<file path="src/rtl/acc_cpu_pkg.sv">
// Shared definitions for the acc_cpu accumulator processor.
//   OPC_W     : opcode field width (upper bits of every instruction word)
//   opcode_e  : instruction opcodes, also used by the bench to assemble programs
//   state_e   : control FSM encodings (FETCH -> EXEC -> FETCH, EXEC -> HALT)
package acc_cpu_pkg;

  localparam int OPC_W = 4;

  typedef enum logic [OPC_W-1:0] {
    OP_NOP = 4'h0,
    OP_LDI = 4'h1,
    OP_LD  = 4'h2,
    OP_ST  = 4'h3,
    OP_ADD = 4'h4,
    OP_SUB = 4'h5,
    OP_AND = 4'h6,
    OP_OR  = 4'h7,
    OP_XOR = 4'h8,
    OP_JMP = 4'h9,
    OP_JZ  = 4'hA,
    OP_JC  = 4'hB,
    OP_IN  = 4'hC,
    OP_OUT = 4'hD,
    OP_HLT = 4'hE,
    OP_RSV = 4'hF   // reserved, executes as NOP
  } opcode_e;

  typedef enum logic [1:0] {
    S_FETCH = 2'd0,
    S_EXEC  = 2'd1,
    S_HALT  = 2'd2
  } state_e;

endpackage

</file>
<file path="src/rtl/acc_cpu_alu.sv">
// Combinational ALU for acc_cpu.
//   op     in  opcode of the instruction in EXEC
//   acc    in  accumulator value
//   r      in  selected register value
//   c_in   in  current carry flag (passed through for non-arithmetic ops)
//   result out new accumulator value (acc for ops the ALU does not handle)
//   c_out  out new carry: ADD carry-out, SUB borrow, cleared by logic ops
//   z_out  out result == 0
module acc_cpu_alu
  import acc_cpu_pkg::*;
#(
  parameter int DATA_W = 8
) (
  input  opcode_e           op,
  input  logic [DATA_W-1:0] acc,
  input  logic [DATA_W-1:0] r,
  input  logic              c_in,
  output logic [DATA_W-1:0] result,
  output logic              c_out,
  output logic              z_out
);

  logic [DATA_W:0] sum;

  assign sum = {1'b0, acc} + {1'b0, r};

  // NOTE: every output gets a default before the case so no path leaves it
  // unassigned; otherwise synthesis infers a latch to hold the old value.
  always_comb begin
    result = acc;
    c_out  = c_in;
    case (op)
      OP_ADD: begin
        result = sum[DATA_W-1:0];
        c_out  = sum[DATA_W];
      end
      OP_SUB: begin
        result = acc - r;
        c_out  = (acc < r);
      end
      OP_AND: begin
        result = acc & r;
        c_out  = 1'b0;
      end
      OP_OR: begin
        result = acc | r;
        c_out  = 1'b0;
      end
      OP_XOR: begin
        result = acc ^ r;
        c_out  = 1'b0;
      end
      default: ;
    endcase
  end

  assign z_out = (result == '0);

endmodule

</file>
<file path="src/rtl/acc_cpu.sv">
// acc_cpu: parametrised multi-cycle accumulator processor.
// Each instruction takes a FETCH cycle and one EXEC cycle; IN and OUT stay in
// EXEC until their valid/ready handshake completes. HLT parks the core in HALT.
//   clk, rst_n  clock (rising edge) and asynchronous active-low reset
//   imem_addr   instruction address (= pc); imem_data returns the word combinationally
//   in_data/in_valid/in_ready     input port, consumed by IN
//   out_data/out_valid/out_ready  output port, driven by OUT (out_data = acc)
//   acc, flag_z, flag_c, halted   architectural state visibility
module acc_cpu
  import acc_cpu_pkg::*;
#(
  parameter int DATA_W = 8,
  parameter int ADDR_W = 5,   // must be <= DATA_W
  parameter int NREG   = 4    // power of two, >= 2
) (
  input  logic                    clk,
  input  logic                    rst_n,
  output logic [ADDR_W-1:0]       imem_addr,
  input  logic [OPC_W+DATA_W-1:0] imem_data,
  input  logic [DATA_W-1:0]       in_data,
  input  logic                    in_valid,
  output logic                    in_ready,
  output logic [DATA_W-1:0]       out_data,
  output logic                    out_valid,
  input  logic                    out_ready,
  output logic [DATA_W-1:0]       acc,
  output logic                    flag_z,
  output logic                    flag_c,
  output logic                    halted
);

  localparam int INSTR_W = OPC_W + DATA_W;
  localparam int RIDX_W  = $clog2(NREG);

  state_e              state, state_d;
  logic [ADDR_W-1:0]   pc;
  logic [INSTR_W-1:0]  ir;
  logic [DATA_W-1:0]   regs [NREG];

  opcode_e             opc;
  logic [DATA_W-1:0]   operand;
  logic [RIDX_W-1:0]   ridx;
  logic [DATA_W-1:0]   r_val;
  logic [ADDR_W-1:0]   jmp_target;
  logic                exec;
  logic [DATA_W-1:0]   alu_result;
  logic                alu_c, alu_z;

  // Instruction decode. Register index and jump target use only the low
  // operand bits; the upper bits are ignored.
  assign opc        = opcode_e'(ir[INSTR_W-1:DATA_W]);
  assign operand    = ir[DATA_W-1:0];
  assign ridx       = operand[RIDX_W-1:0];
  assign jmp_target = operand[ADDR_W-1:0];
  assign r_val      = regs[ridx];
  assign exec       = (state == S_EXEC);

  // Handshake strobes are pure decodes of state/ir so they rise in the first
  // EXEC cycle and fall in the cycle after the transfer.
  assign in_ready  = exec && (opc == OP_IN);
  assign out_valid = exec && (opc == OP_OUT);
  assign out_data  = acc;
  assign halted    = (state == S_HALT);
  assign imem_addr = pc;

  acc_cpu_alu #(.DATA_W(DATA_W)) u_alu (
    .op     (opc),
    .acc    (acc),
    .r      (r_val),
    .c_in   (flag_c),
    .result (alu_result),
    .c_out  (alu_c),
    .z_out  (alu_z)
  );

  // ---------------------------------------------------------------------------
  // Control FSM
  // ---------------------------------------------------------------------------
  always_comb begin
    state_d = state;
    case (state)
      S_FETCH: state_d = S_EXEC;
      S_EXEC: begin
        case (opc)
          OP_HLT:  state_d = S_HALT;
          OP_IN:   if (in_valid)  state_d = S_FETCH;
          OP_OUT:  if (out_ready) state_d = S_FETCH;
          default: state_d = S_FETCH;
        endcase
      end
      S_HALT:  state_d = S_HALT;   // absorbing until reset
      default: state_d = S_FETCH;
    endcase
  end

  // NOTE: sequential state is written with non-blocking assignments so every
  // register samples pre-edge values, independent of block ordering.
  always_ff @(posedge clk or negedge rst_n) begin
    if (!rst_n) state <= S_FETCH;
    else        state <= state_d;
  end

  // ---------------------------------------------------------------------------
  // pc / ir / accumulator / flags
  // ---------------------------------------------------------------------------
  always_ff @(posedge clk or negedge rst_n) begin
    if (!rst_n) begin
      pc     <= '0;
      ir     <= '0;
      acc    <= '0;
      flag_z <= 1'b0;
      flag_c <= 1'b0;
    end else begin
      case (state)
        S_FETCH: begin
          ir <= imem_data;
          pc <= pc + ADDR_W'(1);   // wraps naturally at 2**ADDR_W
        end
        S_EXEC: begin
          case (opc)
            OP_LDI: begin
              acc    <= operand;
              flag_z <= (operand == '0);
            end
            OP_LD: begin
              acc    <= r_val;
              flag_z <= (r_val == '0);
            end
            OP_ADD, OP_SUB, OP_AND, OP_OR, OP_XOR: begin
              acc    <= alu_result;
              flag_c <= alu_c;
              flag_z <= alu_z;
            end
            // pc already points past the jump, so an untaken branch falls through.
            OP_JMP: pc <= jmp_target;
            OP_JZ:  if (flag_z) pc <= jmp_target;
            OP_JC:  if (flag_c) pc <= jmp_target;
            OP_IN: begin
              if (in_valid) begin
                acc    <= in_data;
                flag_z <= (in_data == '0);
              end
            end
            default: ;   // NOP, ST, OUT, HLT, reserved: no acc/flag change
          endcase
        end
        default: ;       // HALT: everything frozen
      endcase
    end
  end

  // ---------------------------------------------------------------------------
  // Register file
  // ---------------------------------------------------------------------------
  // NOTE: the register file is small and architecturally defined as zero
  // after reset, so it is built from flops and cleared; a RAM macro would not
  // be resettable this way.
  always_ff @(posedge clk or negedge rst_n) begin
    if (!rst_n) begin
      for (int i = 0; i < NREG; i++) regs[i] <= '0;
    end else if (exec && (opc == OP_ST)) begin
      regs[ridx] <= acc;
    end
  end

endmodule

</file>
<file path="config.mk">
export PLATFORM = sky130hd
export DESIGN_NAME = acc_cpu
export DESIGN_NICKNAME = d
export VERILOG_FILES = /design/src/rtl/acc_cpu_pkg.sv /design/src/rtl/acc_cpu_alu.sv /design/src/rtl/acc_cpu.sv
export SDC_FILE = /design/constraint.sdc
export NUM_CORES = 1
export LEC_CHECK = 0
export BUFFER_PORTS_ARGS = -buffer_cell sky130_fd_sc_hd__clkbuf_2
export CORE_MARGIN = 2
export CORE_UTILIZATION = 64
export DETAILED_ROUTE_END_ITERATION = 12
export PLACE_DENSITY = 0.87
export SKIP_LAST_GASP = 1
export SLEW_MARGIN = 20
export SYNTH_ARGS = -nofsm -noshare
export SYNTH_HDL_FRONTEND = slang
export SYNTH_SLANG_ARGS = --single-unit
</file>
<file path="constraint.sdc">
create_clock -name clk -period 5.1 [get_ports clk]
set_input_delay 0 -clock clk [delete_from_list [all_inputs] [get_ports clk]]
set_output_delay 0 -clock clk [all_outputs]
set_load 0.01 [all_outputs]
</file>
## Word level (Yosys, flattened, before mapping)

Index checks and enable logic that the tools add are counted.

- Output and inout port bits: 26
- Bits in registers: 61
- Bits in writable memories: 0
- Bits of input ports: 24
- Memories: 0
- ROM bits: 0
- Logic and storage cells: 80
- Latch bits: 0

- Eq/ne operators: 22
- Multiply operators: 0
- Reduce and logical (&&, ||, !) cells: 18
- $add $sub $neg: 3
- Shift operators: 0
- Magnitude comparators: 3
- Bitwise operators: 4
- Multiplexer cells: 20
- Divide/modulo/power cells: 0

Operator list:

| kind | number |
|---|---|
| 8-bit one-hot mux with 5 select lines | 1 |
| 32-bit bitwise mux | 1 |
| 8-bit zero test | 4 |
| 8-bit two-way mux | 4 |
| 8-bit one-hot mux with 4 select lines | 1 |
| 4-bit == test (second input constant) | 7 |
| 8-bit binary-select mux with 2-bit select | 1 |
| 8-bit demux with 2-bit select | 1 |
| 4-bit by 3-bit == test with 1-bit output (second input constant) | 4 |
| 5-bit one-hot mux with 3 select lines | 1 |
| 3-bit inequality test (second input constant) | 4 |
| 2-bit one-hot mux with 3 select lines | 2 |
| 5-bit two-way mux | 2 |
| 5-bit one-hot mux with 2 select lines | 1 |
| 8-bit by 8-bit adder with 9-bit output | 1 |
| 8-bit bitwise AND | 1 |
| 4-bit by 2-bit == test with 1-bit output (second input constant) | 2 |
| 8-bit less-than comparator | 1 |
| 8-bit OR | 1 |
| 8-bit subtractor | 1 |
| 8-bit XOR | 1 |
| 3-bit AND reduction | 2 |
| 5-bit by 1-bit adder with 5-bit output (second input constant) | 1 |
| 5-bit OR reduction | 1 |
| other kinds (20) | 24 |

## Depth between registers and ports, before layout

- Depth after elaboration: 8
- Mapped depth: 11
- Mapped depth without buffers: 9

## By module

Synthesis repeated with hierarchy kept, for this count alone.

- Cells, all modules: 446
- Area total of the unflattened synthesis: 4474.3 µm²

By module, submodules not included:

| module | times used | cells each | seq. area each (µm²) | area an instance (µm²) |
|---|---|---|---|---|
| acc_cpu | 1 | 270 | 1526.5 | 3224.3 |
| acc_cpu_alu | 1 | 176 | 0.0 | 1249.9 |

## Worst setup path after synthesis

OpenSTA, ideal clock, no wires.

- Path type: register -> register
- Start: register ir[0]
- End: register flag_z
- Setup time: 0.066 ns
- Buffers on the path: 1
- Period minus slack after synthesis: 2.972 ns
- Cell stages (with the launch flop): 11
- Arrival time: 2.906 ns
- Setup slack: 2.128 ns
- Required time: 5.034 ns
- Cell sequence: dfrtp_1 > buf_2 > mux4_2 > ha_1 > fa_1 > mux2i_1 > xnor2_1 > a221o_1 > a2111o_1 > nor4_1 > a41o_1

- Word-level cells in the longest chain between the ends: 8
- Elaborated cells between the ends (all ways): 14
- Classes of those cells: add/sub: 2; mux: 5; bitwise: 4; reduce/logical: 3

RTL lines:

| element | RTL line | text |
|---|---|---|
| start: declaration | acc_cpu.sv:37 | `logic [INSTR_W-1:0] ir;` |
| start signal: assignment | acc_cpu.sv:116 | `ir <= imem_data;` |
| 2-bit NOT with 3-bit output (implied by the code) | acc_cpu.sv:55 | `assign r_val = regs[ridx];` |
| 8-bit binary-select mux with 2-bit select | acc_cpu.sv:55 |  |
| 8-bit two-way mux (implied by the code) (2 in a row) | acc_cpu.sv:55 |  |
| 8-bit subtractor (tied with other cells) | acc_cpu_alu.sv:38 | `result = acc - r;` |
| 8-bit one-hot mux with 5 select lines | acc_cpu_alu.sv:32 | `case (op)` |
| 8-bit zero test | acc_cpu_alu.sv:57 | `assign z_out = (result == '0);` |
| 1-bit one-hot mux with 4 select lines (*) | acc_cpu.sv:120 | `case (opc)` |
| end signal: assignment | acc_cpu.sv:123 | `flag_z <= (operand == '0);` |
| end signal: assignment | acc_cpu.sv:127 | `flag_z <= (r_val == '0);` |
| end signal: assignment | acc_cpu.sv:132 | `flag_z <= alu_z;` |
| end: declaration | acc_cpu.sv:27 | `output logic flag_z,` |

Mark *: on every way between the ends. The rest lies on a longest branch, timed or not. The select of a mux whose other input is x is not followed.
A chain may end at the register's enable or synchronous reset.

## Worst setup path after layout

- Start: register ir[0]
- End: register acc[5]

- Word-level cells in the longest chain between the ends: 7
- Elaborated cells between the ends (all ways): 11
- Classes of those cells: add/sub: 2; mux: 5; bitwise: 4

RTL lines:

| element | RTL line | text |
|---|---|---|
| 2-bit NOT with 3-bit output (implied by the code) (*) | acc_cpu.sv:55 |  |
| 8-bit binary-select mux with 2-bit select (*) | acc_cpu.sv:55 |  |
| 8-bit two-way mux (implied by the code) (*) (2 in a row) | acc_cpu.sv:55 |  |
| 8-bit subtractor (tied with other cells) | acc_cpu_alu.sv:38 |  |
| 8-bit one-hot mux with 5 select lines | acc_cpu_alu.sv:32 |  |
| 8-bit one-hot mux with 4 select lines (*) | acc_cpu.sv:120 |  |
| end signal: assignment | acc_cpu.sv:122 | `acc <= operand;` |
| end signal: assignment | acc_cpu.sv:126 | `acc <= r_val;` |
| end signal: assignment | acc_cpu.sv:130 | `acc <= alu_result;` |
| end: declaration | acc_cpu.sv:26 | `output logic [DATA_W-1:0] acc,` |

Marks and branches as above.

==> metrics <==
leakage power of the design 2.10 nW; M3 GR Usage 7.59%; count of buffers added by post-CTS timing repair for setup 0; antenna diode count 0; global-route layer with the greatest usage met2; reported max-cap violation count 0; leading register cell type out of synthesis sky130_fd_sc_hd__dfrtp_1; starting density of the core 66.1%; actual slew at the worst max-slew pin 1.07 ns; total global-route track usage 34.4%; relative area change from synthesis to final layout 12.8%; async set or reset register ratio after synthesis 100%; TritonCTS Sinks 61; antenna-violating nets left 0; DR vias 3981; post-synthesis instance area 4200 µm²; final number of hold-violating endpoints 0; achievable frequency 280 MHz; kind of start point of the critical path flop; max-slew violation count 0; data required time at the worst endpoint 5.30 ns; Critical Setup Path Class flop to flop; ratio of cells with drive above 1 in the final layout 20.3%; clock tree root driver cell sky130_fd_sc_hd__clkbuf_8; Inserted Clock Buffers 9; worst setup skew after layout 0.0104 ns; #FFs+latches synth 61; cell count after synthesis 454; total non-filler cell area in the finished layout 4730 µm²; number of warnings printed during yosys synthesis 0; path depth of the worst reg2reg path 9; via count of the first global-routing pass 3832; worst-case register-to-register setup slack 1.52 ns; maximum number of pins on one net before global-route repair 62; met1 layer usage reported by global route 48.9%; maximum buffer depth of the clock tree 2; Worst R2R End acc[5]$_DFFE_PN0P_; mean routed wirelength per cell 20.3 µm; RR Startpoint ir[0]$_DFFE_PN0N_; top-level port count 50; highest ir drop seen on vdd 473 µV; endpoint arrival time on the critical path 3.78 ns; first-pass iteration count of the detailed router 7; average cell area after synthesis 9.24 µm²; Max H-tree Level 3; core area 6350 µm²; clock latency reported for the late side of the worst-skew pair 0.36 ns; part of the Yosys area used for sequential elements 36.4%; Period Utilization, post-route 70.1%; Hold Path Stages 3; gp weighted congestion 0.980; number of distinct library cells after synthesis 63; type of the tightest min-delay check primary input to flop; number of nets in the layout 549; final critical-path required period 3.58 ns; Inst Count DP 549; outcome complete, no violations; full die area 7220 µm²; power density relative to cell area 764 nW/µm²; total half-perimeter wirelength after legalization and detailed placement 8.11 mm; Final Setup Violations 0; endpoint class of the critical path flop; Post-Place Cell Area 4380 µm²; Final Core Density 74.6%; critical path fanouts, max 16; clock input transition at the sequential cells of the worst setup and hold paths 0.08 ns; global-route track usage on met2 50.1%; Die Width 85.0 µm; total routed wirelength 11.8 mm; Fin Hold WS 0.0293 ns; first-iteration detailed-routing DRC count 609; number of standard cells in the final layout excluding fillers 580; post-synth net total 505; port buffer count 49; post-detailed-route DRC marker count 0; setup repair after global routing missed its margin false; initial antenna violation count 0; Hold EP acc[6]$_DFFE_PN0P_; sum of negative setup slack 0 ns; Vert. Die Dim 85.0 µm; post-detailed-route via-to-cell ratio 6.86; fill cell count 412; first-pass GRT wire length 19.3 mm; number of cells upsized or downsized after cts 0; floorplan row count 29; Overflow after GRT 0; number of flops mapped to enable cells by yosys 0; beginning of the worst hold path in_data[6]; Rel. slew slack 28.3%; CTS tree yes
-- worst max-delay path by stage --
| stage | start | to | slack, ns | cells past startpoint |
|---|---|---|---|---|
| 6_report | ir[0]$_DFFE_PN0N_ | acc[5]$_DFFE_PN0P_ | 1.52 | 9 |
| 5_1_grt | ir[0]$_DFFE_PN0N_ | acc[5]$_DFFE_PN0P_ | 1.29 | 9 |
| 4_1_cts | ir[0]$_DFFE_PN0N_ | acc[5]$_DFFE_PN0P_ | 1.55 | 9 |
| 3_5_place_dp | ir[0]$_DFFE_PN0N_ | acc[5]$_DFFE_PN0P_ | 1.58 | 9 |
| 3_3_place_gp | ir[0]$_DFFE_PN0N_ | flag_z$_DFFE_PN0P_ | 1.64 | 9 |
| 2_1_floorplan | ir[0]$_DFFE_PN0N_ | flag_z$_DFFE_PN0P_ | 2.13 | 10 |
-- registers in the layout, summed over array words and instances (netlist names) --
| signal | cells |
|---|---|
| flag_z | 1 |
| acc | 8 |
| flag_c | 1 |
| state | 2 |
| regs | 32 |
| ir | 12 |
| imem_addr | 5 |
-- report_power, final --
group	switching [mW]	total, mW	internal, mW	leakage, nW
Clock	0.217	0.443	0.227	0.0918
Combinational	1.28	2.16	0.879	1.24
Sequential	0.321	1.01	0.690	0.765
-- cells in the mapped netlist, drive strengths merged (5+ instances only) --
cell type / count / area [µm²]
dfrtp: 61 / 1530
nand2: 54 / 203
o21ai: 45 / 225
inv: 27 / 101
a21oi: 26 / 130
ha: 25 / 313
nor2: 23 / 86.3
mux2: 19 / 214
buf: 18 / 114
clkbuf: 15 / 56.3
a31oi: 10 / 62.6
mux4: 8 / 180
nand3: 8 / 40.0
nor2b: 8 / 50.1
nor4: 7 / 43.8
a211oi: 6 / 45.0
a22o: 6 / 52.6
nor3b: 6 / 50.1
a221oi: 5 / 61.3
nand2b: 5 / 31.3
nor3: 5 / 25.0
-- kinds of logic after synthesis --
family	synth area share, %
buffers and inverters	6.47
muxes	10.1
adders and majority gates	8.41
and+or+nand+nor	15.6
AOI/OAI and AO/OA	22.7
xor gates and xnor gates	0.417
DFF	36.4
-- critical path, stage by stage (launching register included) --
cell                        delay [ns]
sky130_fd_sc_hd__dfrtp_1          0.81
sky130_fd_sc_hd__mux4_2           0.65
sky130_fd_sc_hd__inv_1            0.11
sky130_fd_sc_hd__ha_1             0.32
sky130_fd_sc_hd__nor3_1           0.40
sky130_fd_sc_hd__or3_1            0.19
sky130_fd_sc_hd__a2111oi_0        0.08
sky130_fd_sc_hd__or4_1            0.48
sky130_fd_sc_hd__a21oi_1          0.25
sky130_fd_sc_hd__a31oi_1          0.12
-- metal layers --
metal | vias up | part of all wire, %
li1 | 1742 | -
met1 | 1869 | 40
met2 | 290 | 44
met3 | 80 | 10
met4 | 0 | 5.3
met5 | - | 0
-- repair_timing --
item	in CTS	in global routing
hold endpoints to repair	75	0
setup endpoints to repair	0	0
hold buffers	15	0
-- through the flow --
stage	total power, mW	worst slack (ns)
6_report	3.62	1.52
5_1_grt	3.86	1.29
3_3_place_gp	2.99	1.64
4_1_cts	3.51	1.55
2_1_floorplan	2.54	2.13
3_5_place_dp	3.04	1.58
-- final cells by class --
type / instances / area, µm² / share of cell area (%)
Inverter: 27 / 101 / 2.14
Clock inverter: 7 / 75.1 / 1.59
Multi-Input combinational cell: 333 / 2400 / 50.7
Timing Repair Buffer: 66 / 410 / 8.67
Clock buffer: 9 / 124 / 2.62
Tap cell: 77 / 96.3 / 2.03
Sequential cell: 61 / 1530 / 32.2
-- placed cells by master (no fill, tap or decap), types with 3 or more instances in the layout --
cell	count
sky130_fd_sc_hd__mux4_2	8
sky130_fd_sc_hd__mux2_2	19
sky130_fd_sc_hd__o311ai_0	3
sky130_fd_sc_hd__dlygate4sd3_1	15
sky130_fd_sc_hd__dfrtp_1	61
sky130_fd_sc_hd__a22oi_1	4
sky130_fd_sc_hd__nor4_1	7
sky130_fd_sc_hd__o211ai_1	3
sky130_fd_sc_hd__o21ai_0	45
sky130_fd_sc_hd__clkbuf_8	9
sky130_fd_sc_hd__clkbuf_2	49
sky130_fd_sc_hd__nand3_1	8
sky130_fd_sc_hd__nand3b_1	3
sky130_fd_sc_hd__o31a_1	3
sky130_fd_sc_hd__o21bai_1	3
sky130_fd_sc_hd__a211oi_1	6
sky130_fd_sc_hd__nor3b_1	5
sky130_fd_sc_hd__nand2_1	54
sky130_fd_sc_hd__nor2b_1	8
sky130_fd_sc_hd__o22ai_1	4
sky130_fd_sc_hd__a31oi_1	10
sky130_fd_sc_hd__nand2b_1	5
sky130_fd_sc_hd__ha_1	25
sky130_fd_sc_hd__a21oi_1	26
sky130_fd_sc_hd__mux2i_1	3
sky130_fd_sc_hd__a22o_1	6
sky130_fd_sc_hd__clkinvlp_4	3
sky130_fd_sc_hd__a221oi_1	4
sky130_fd_sc_hd__o31ai_1	4
sky130_fd_sc_hd__inv_1	27
sky130_fd_sc_hd__nor3_1	5
sky130_fd_sc_hd__nor2_1	22
Power figures use the tool's default switching activity.
